File: config.mk
export PLATFORM = sky130hd
export DESIGN_NAME = id_ex_stage
export DESIGN_NICKNAME = d
export VERILOG_FILES = /design/src/rtl/id_ex_stage.sv
export SDC_FILE = /design/constraint.sdc
export NUM_CORES = 1
export LEC_CHECK = 0
export ABC_AREA = 1
export ABC_CLOCK_PERIOD_IN_PS = 1500
export BUFFER_PORTS_ARGS = -buffer_cell sky130_fd_sc_hd__buf_2
export CAP_MARGIN = 20
export CELL_PAD_IN_SITES_DETAIL_PLACEMENT = 1
export CELL_PAD_IN_SITES_GLOBAL_PLACEMENT = 1
export CORE_MARGIN = 2
export CORE_UTILIZATION = 30
export CTS_CLUSTER_DIAMETER = 30
export DETAILED_ROUTE_END_ITERATION = 10
export PLACE_DENSITY = 0.86
export SETUP_SLACK_MARGIN = 0.5
export SYNTH_ARGS = -nofsm -noshare
export SYNTH_HDL_FRONTEND = slang
export SYNTH_SLANG_ARGS = --single-unit
File: constraint.sdc
create_clock -name clk_i -period 1.5 [get_ports clk_i]
set_clock_uncertainty 0.05 [all_clocks]
set_input_delay 0.15 -clock clk_i [delete_from_list [all_inputs] [get_ports clk_i]]
set_output_delay 0.15 -clock clk_i [all_outputs]
set_load 0.005 [all_outputs]
File: src/rtl/id_ex_stage.sv
// rtl/id_ex_stage.sv - ID/EX pipeline register with load-use hazard detection
// Bubbles clear only control bits; data/index fields always follow ID.
module id_ex_stage #(
    parameter int DATA_W = 32,
    parameter int CNT_W  = 16
) (
    input  logic              clk_i,
    input  logic              rst_i,
    input  logic              hold_i,
    input  logic              flush_i,
    input  logic              id_RegDst_i,
    input  logic [1:0]        id_ALUOp_i,
    input  logic              id_ALUSrc_i,
    input  logic              id_RegWrite_i,
    input  logic              id_MemWrite_i,
    input  logic              id_MemRead_i,
    input  logic              id_MemtoReg_i,
    input  logic [DATA_W-1:0] id_rs_data_i,
    input  logic [DATA_W-1:0] id_rt_data_i,
    input  logic [DATA_W-1:0] id_imm_i,
    input  logic [4:0]        id_rs_i,
    input  logic [4:0]        id_rt_i,
    input  logic [4:0]        id_rd_i,
    input  logic [5:0]        id_funct_i,
    output logic              ex_RegDst_o,
    output logic [1:0]        ex_ALUOp_o,
    output logic              ex_ALUSrc_o,
    output logic              ex_RegWrite_o,
    output logic              ex_MemWrite_o,
    output logic              ex_MemRead_o,
    output logic              ex_MemtoReg_o,
    output logic [DATA_W-1:0] ex_rs_data_o,
    output logic [DATA_W-1:0] ex_rt_data_o,
    output logic [DATA_W-1:0] ex_imm_o,
    output logic [4:0]        ex_rs_o,
    output logic [4:0]        ex_rt_o,
    output logic [4:0]        ex_rd_o,
    output logic [5:0]        ex_funct_o,
    output logic              stall_o,
    output logic              pc_write_o,
    output logic              ifid_write_o,
    output logic [CNT_W-1:0]  bubble_cnt_o
);

    logic hz;
    logic bubble;

    // rs and rt are both compared regardless of format; false stalls are harmless
    assign hz = ex_MemRead_o & (ex_rt_o != 5'd0) &
                ((ex_rt_o == id_rs_i) | (ex_rt_o == id_rt_i));

    assign stall_o      = hz & ~hold_i & ~flush_i;
    assign pc_write_o   = ~stall_o;
    assign ifid_write_o = ~stall_o;
    assign bubble       = flush_i | hz;

    always_ff @(posedge clk_i or negedge rst_i) begin
        if (!rst_i) begin
            ex_RegDst_o   <= 1'b0;
            ex_ALUOp_o    <= 2'b00;
            ex_ALUSrc_o   <= 1'b0;
            ex_RegWrite_o <= 1'b0;
            ex_MemWrite_o <= 1'b0;
            ex_MemRead_o  <= 1'b0;
            ex_MemtoReg_o <= 1'b0;
            ex_rs_data_o  <= '0;
            ex_rt_data_o  <= '0;
            ex_imm_o      <= '0;
            ex_rs_o       <= 5'd0;
            ex_rt_o       <= 5'd0;
            ex_rd_o       <= 5'd0;
            ex_funct_o    <= 6'd0;
            bubble_cnt_o  <= '0;
        end else if (!hold_i) begin
            ex_rs_data_o <= id_rs_data_i;
            ex_rt_data_o <= id_rt_data_i;
            ex_imm_o     <= id_imm_i;
            ex_rs_o      <= id_rs_i;
            ex_rt_o      <= id_rt_i;
            ex_rd_o      <= id_rd_i;
            ex_funct_o   <= id_funct_i;
            if (bubble) begin
                ex_RegDst_o   <= 1'b0;
                ex_ALUOp_o    <= 2'b00;
                ex_ALUSrc_o   <= 1'b0;
                ex_RegWrite_o <= 1'b0;
                ex_MemWrite_o <= 1'b0;
                ex_MemRead_o  <= 1'b0;
                ex_MemtoReg_o <= 1'b0;
                if (bubble_cnt_o != {CNT_W{1'b1}}) begin
                    bubble_cnt_o <= bubble_cnt_o + 1'b1;
                end
            end else begin
                ex_RegDst_o   <= id_RegDst_i;
                ex_ALUOp_o    <= id_ALUOp_i;
                ex_ALUSrc_o   <= id_ALUSrc_i;
                ex_RegWrite_o <= id_RegWrite_i;
                ex_MemWrite_o <= id_MemWrite_i;
                ex_MemRead_o  <= id_MemRead_i;
                ex_MemtoReg_o <= id_MemtoReg_i;
            end
        end
    end

endmodule

* Yosys cells after proc, flatten, opt, wreduce, memory -nomap -nowiden
Cells that the tools add are included.
** Word-level totals
- Register bits :: 141
- Input bits :: 129
- Output and inout bits :: 144
- Word-level logic and storage cells :: 37
** Cells by class
- $add $sub $neg :: 1
- Equality and inequality tests :: 3
- Mux-type cells :: 7
- Bitwise logic cells :: 9
- Reduce and logical (&&, ||, !) cells :: 2
** Operators with widths (number)
- $add 16x1->16 const B :: 1
- $ne 16x16->1 const B :: 1
- $eq 5x5->1 :: 2
- $mux 1 :: 6
- $reduce_bool 5->1 :: 1
- $and 1x1->1 :: 4
- $not 1->1 :: 3
- $reduce_and 3->1 :: 1
- $mux 2 :: 1
- $or 1x1->1 :: 2

* Logic depth before layout (Yosys ltp)
- Depth in word-level cells :: 6
- Gate-level depth with buffers :: 12
- Mapped depth without buffers :: 11

* Least setup slack after synthesis
Ideal clock, no wire load.
- Path kind :: reg-to-reg
- Start point :: reg bubble_cnt_o[0]
- End point :: reg bubble_cnt_o[5]
- Library setup time :: 0.066 ns
- Arrival time :: 1.358 ns
- Required time :: 1.384 ns
- Slack :: 0.025 ns
- Cell stages (with the launch flop) :: 10
- Buffers on the path :: 0
- Clock period less this slack :: 1.475 ns
- Cells stage by stage :: dfrtp_1 > ha_1 > nand3_1 > inv_1 > nand2_1 > nor3_1 > nand3_2 > nand3_2 > nand2_1 > nand2_1
** On the way
- Longest elaborated chain between the ends :: 2
- Elaborated cells on any way between the ends :: 3
- Classes of those cells :: add/sub (1); eq/ne (1); reduce/logical (1)
** RTL lines
- from (decl) :: RTL line 42 : output logic [CNT_W-1:0] bubble_cnt_o
- from (signal assigned) :: RTL line 91 : bubble_cnt_o <= bubble_cnt_o + 1'b1;
- parallel branches: the longest is 2 deep, another holds $add 16x1->16
Parallel ways; which one is timed is not known.
A chain may end at the register's enable or synchronous reset.

* Final worst setup path
- Start point :: reg ex_rt_o[2]
- End point :: out stall_o
** On the way
- Longest elaborated chain between the ends :: 5
- Elaborated cells on any way between the ends :: 8
- Classes of those cells :: eq/ne (2); bitwise (5); reduce/logical (1)
** RTL lines
- from (decl) :: RTL line 36 : output logic [4:0] ex_rt_o,
- from (signal assigned) :: RTL line 79 : ex_rt_o <= id_rt_i;
- $eq 5x5->1 / $reduce_bool 5->1 (equally long branches) :: RTL line 50, 49
- $or 1x1->1 / $and 1x1->1 (equally long branches) :: RTL line 50, 49
- $and 1x1->1 * :: RTL line 49 : assign hz = ex_MemRead_o & (ex_rt_o != 5'd0) &
- $and 1x1->1 * (2 in series) :: RTL line 52 : assign stall_o = hz & ~hold_i & ~flush_i;
- to (decl) :: RTL line 39 : output logic stall_o,
Every way passes the cells marked *; elsewhere a longest branch is shown, timed or not.

==> results.cfg <==
[synthesis]
synthDistinctLibCells = 25
syn_area_mm2 = 0.005913
yosys_warnings = 0
synthXorXnorAreaFrac_pct = 0.7406
synthMuxAreaShare_pct = 0
ys_ff_latch = 141
synthSimpleGateAreaFrac_pct = 33.73
async_reset_ff_share_pct = 100.0
synth_compound_area_share_pct = 0.9310
synth-edff-count = 0
synth_top_family_by_area = simple AND/OR/NAND/NOR gates
synth_flop_cell = dfrtp_1
synthesis.nets = 850
syn_inst = 720
synth_seq_area_share_pct = 59.67
synth.avg_cell_area_um2 = 8.213
synthAdderAreaFrac_pct = 0.2116

[worst_setup_path]
path_delay_family = flip-flops
reg2regPathDepth = 9
r2r_slack_ps = -240
r2r_start = ex_rt_o[2]$_DFFE_PN0N_
arrival_ps = 1600
cpMostUsedCell = nand3_2
crit_slowest_cell = dfrtp_2
path_class = flip-flop to output pin
end_kind = output pin
crit_path_max_fanout = 4
worst_ep_required_time_ps = 1300
regToRegEndpoint = bubble_cnt_o[3]$_DFFE_PN0P_
cp-start-kind = flip-flop
critPathMaxStageDelay_ps = 460
crit_chain = xnor2_1 -> nand3_2 -> nand2_2 -> nand3_2 -> inv_1 -> buf_2
path_buf_inv = 2

[outcome]
violations = negative setup slack
status = complete, but fails checks

[route]
drt_iter0_markers = 247
via_count = 7423
dr.pass1.iters = 4
vias_per_cell = 4.836
wirelength_um = 31290
final_antenna_net_count = 0
wl_per_cell_um = 20.39
drcViolationCount = 0

[layout]
layout_common_cells = 410 x nand2_1, 252 x buf_2, 132 x dfrtp_1
layout_commonest_cell = nand2_1
nFillCells = 2335
final_area_mm2 = 0.01077
area_growth_pct = 82.14
fin_nets = 1381
drive_gt1_share_pct = 39.40

[clocking]
cts_root_buf = clkbuf_16
cts_buffers = 17
clk_pin_slew_ps = 70
cts_tree = yes
clk_path_buf_depth = 2
cts.htree.levels = 4
cts.sink_count = 141
clk_latency_ps = 420

[timing]
fin_crit_ps = 1801
rsz0062_at_grt = yes
tns_ps = -4533
setup_viol = 29
drv_slew = 0
hold_violations = 0
fmax_mhz = 555.3
slew_headroom_pct = 56.46
setup_ws_ps = -300.7
tightest_slew_ps = 653.2
min_period_over_period_pct = 120.0

[hold_path]
hp-class = input pin to flip-flop
min-delay-start = hold_i
hold-path-cell-count = 4
min_to = ex_rs_data_o[3]$_DFFE_PN0N_

[floorplan]
die_h_um = 144.4
dieArea_mm2 = 0.02085
fp.dieW_um = 144.4
ios = 273
core_mm2 = 0.01940
rows = 51
start_util_pct = 30.48

[grt]
grt_pass1_wl_um = 41700
antenna_found_initial = 5
gr-total-overflow = 0
grt_pass1_vias = 7806
grt_max_degree = 129
globalRouteTotalUtil_pct = 26.20

[placed_design]
dp_hpwl_um = 14540
place_ws_ps = -110.5
placed_cell_area_mm2 = 0.007801
place_congestion = 0.8033
io_buffer_count = 272

[pwr]
peakVddDrop_v = 0.0007440
leakage_uw = 0.005942
p_total_uw = 11030
power.density_mw_per_mm2 = 1024

[run]
maxCapViolations = 0
[metrics by stage]
| stage | util, % | hold slack [ps] | std cells |
|---|---|---|---|
| floorplan | - | -195.6 | 720 |
| global placement | 40.22 | 72.91 | 1258 |
| detailed placement | 40.22 | 68.03 | 1258 |
| CTS | 52.37 | -49.99 | 1465 |
| global route | 55.51 | 131.6 | 1534 |
| finish | 55.52 | 119.2 | 1535 |
[synth_stat cells (all sizes together) (2+ instances only)]
library cell	count	area share, %
buf	9	1.0
clkbuf	24	1.5
dfrtp	141	60
xnor2	3	0.44
xor2	2	0.30
nand3	28	2.5
o21ai	10	0.85
nor3	5	0.42
nand4	19	2.0
nor2	18	1.3
inv	34	2.2
nand2	424	27
[sequential cells by signal, indices dropped and copies added (netlist names)]
register / cells
ex_MemtoReg_o: 1
ex_rs_data_o: 32
ex_RegWrite_o: 1
ex_rd_o: 5
ex_imm_o: 32
ex_rs_o: 5
ex_ALUSrc_o: 1
bubble_cnt_o: 16
ex_rt_data_o: 32
ex_rt_o: 5
ex_RegDst_o: 1
ex_ALUOp_o: 2
ex_funct_o: 6
ex_MemRead_o: 1
ex_MemWrite_o: 1
[final cells by class]
type | count | area, um^2 | area share [%]
Timing Repair Buffer | 543 | 3965 | 36.81
Sequential cell | 141 | 3540 | 32.86
Multi-Input combinational cell | 514 | 2236 | 20.76
Clock buffer | 18 | 429.2 | 3.985
Tap cell | 265 | 331.6 | 3.079
Inverter | 34 | 130.1 | 1.208
Clock inverter | 14 | 123.9 | 1.150
Antenna cell | 6 | 15.01 | 0.1394
[worst max path at each step]
stage                           startpoint                           end  slack [ps]  cells after the start
finish              ex_rt_o[2]$_DFFE_PN0N_                       stall_o        -300                      6
global route        ex_rt_o[2]$_DFFE_PN0N_                       stall_o        -400                      6
CTS                 ex_rt_o[3]$_DFFE_PN0N_                       stall_o        -260                      7
detailed placement  ex_rt_o[0]$_DFFE_PN0N_  bubble_cnt_o[14]$_DFFE_PN0P_        -110                     11
global placement    ex_rt_o[0]$_DFFE_PN0N_  bubble_cnt_o[14]$_DFFE_PN0P_         -20                     11
floorplan           ex_rt_o[0]$_DFFE_PN0N_  bubble_cnt_o[12]$_DFFE_PN0P_          80                     12
[tightest hold or removal path: stages]
cell and delay (ps):
buf_4 130, inv_4 120, nand2_1 100, nand2_1 40
[repair_timing]
action / in CTS / in global routing
setup endpoints to repair: 168 / 170
hold endpoints to repair: 187 / 2
buffers inserted: 47 / 63
pin swaps: 7 / 13
resized for setup: 40 / 36
hold buffers: 126 / 1
gates cloned: 2 / 0
[cell families after synthesis]
family,after synthesis
buffers and inverters,67
XOR/XNOR,5
AND/OR/NAND/NOR,495
adder cells (fa/ha/maj),1
flip-flops,141
AO/OA/AOI/OAI,11
[layer usage]
layer	vias to the layer above	share of wire [%]	global-route usage, %
met5	-	0	0
met4	0	5.7	15.18
met2	364	52	47.24
met1	3662	36	28.01
li1	3274	-	-
met3	123	6.3	6.026
[where the power goes]
part	internal (uW)	switching [uW]	leakage, uW
Combinational	1290	1210	0.00394
Sequential	4160	316	0.00174
Clock	2180	1870	0.000263
Note: power is estimated with default switching activity, not from simulation.
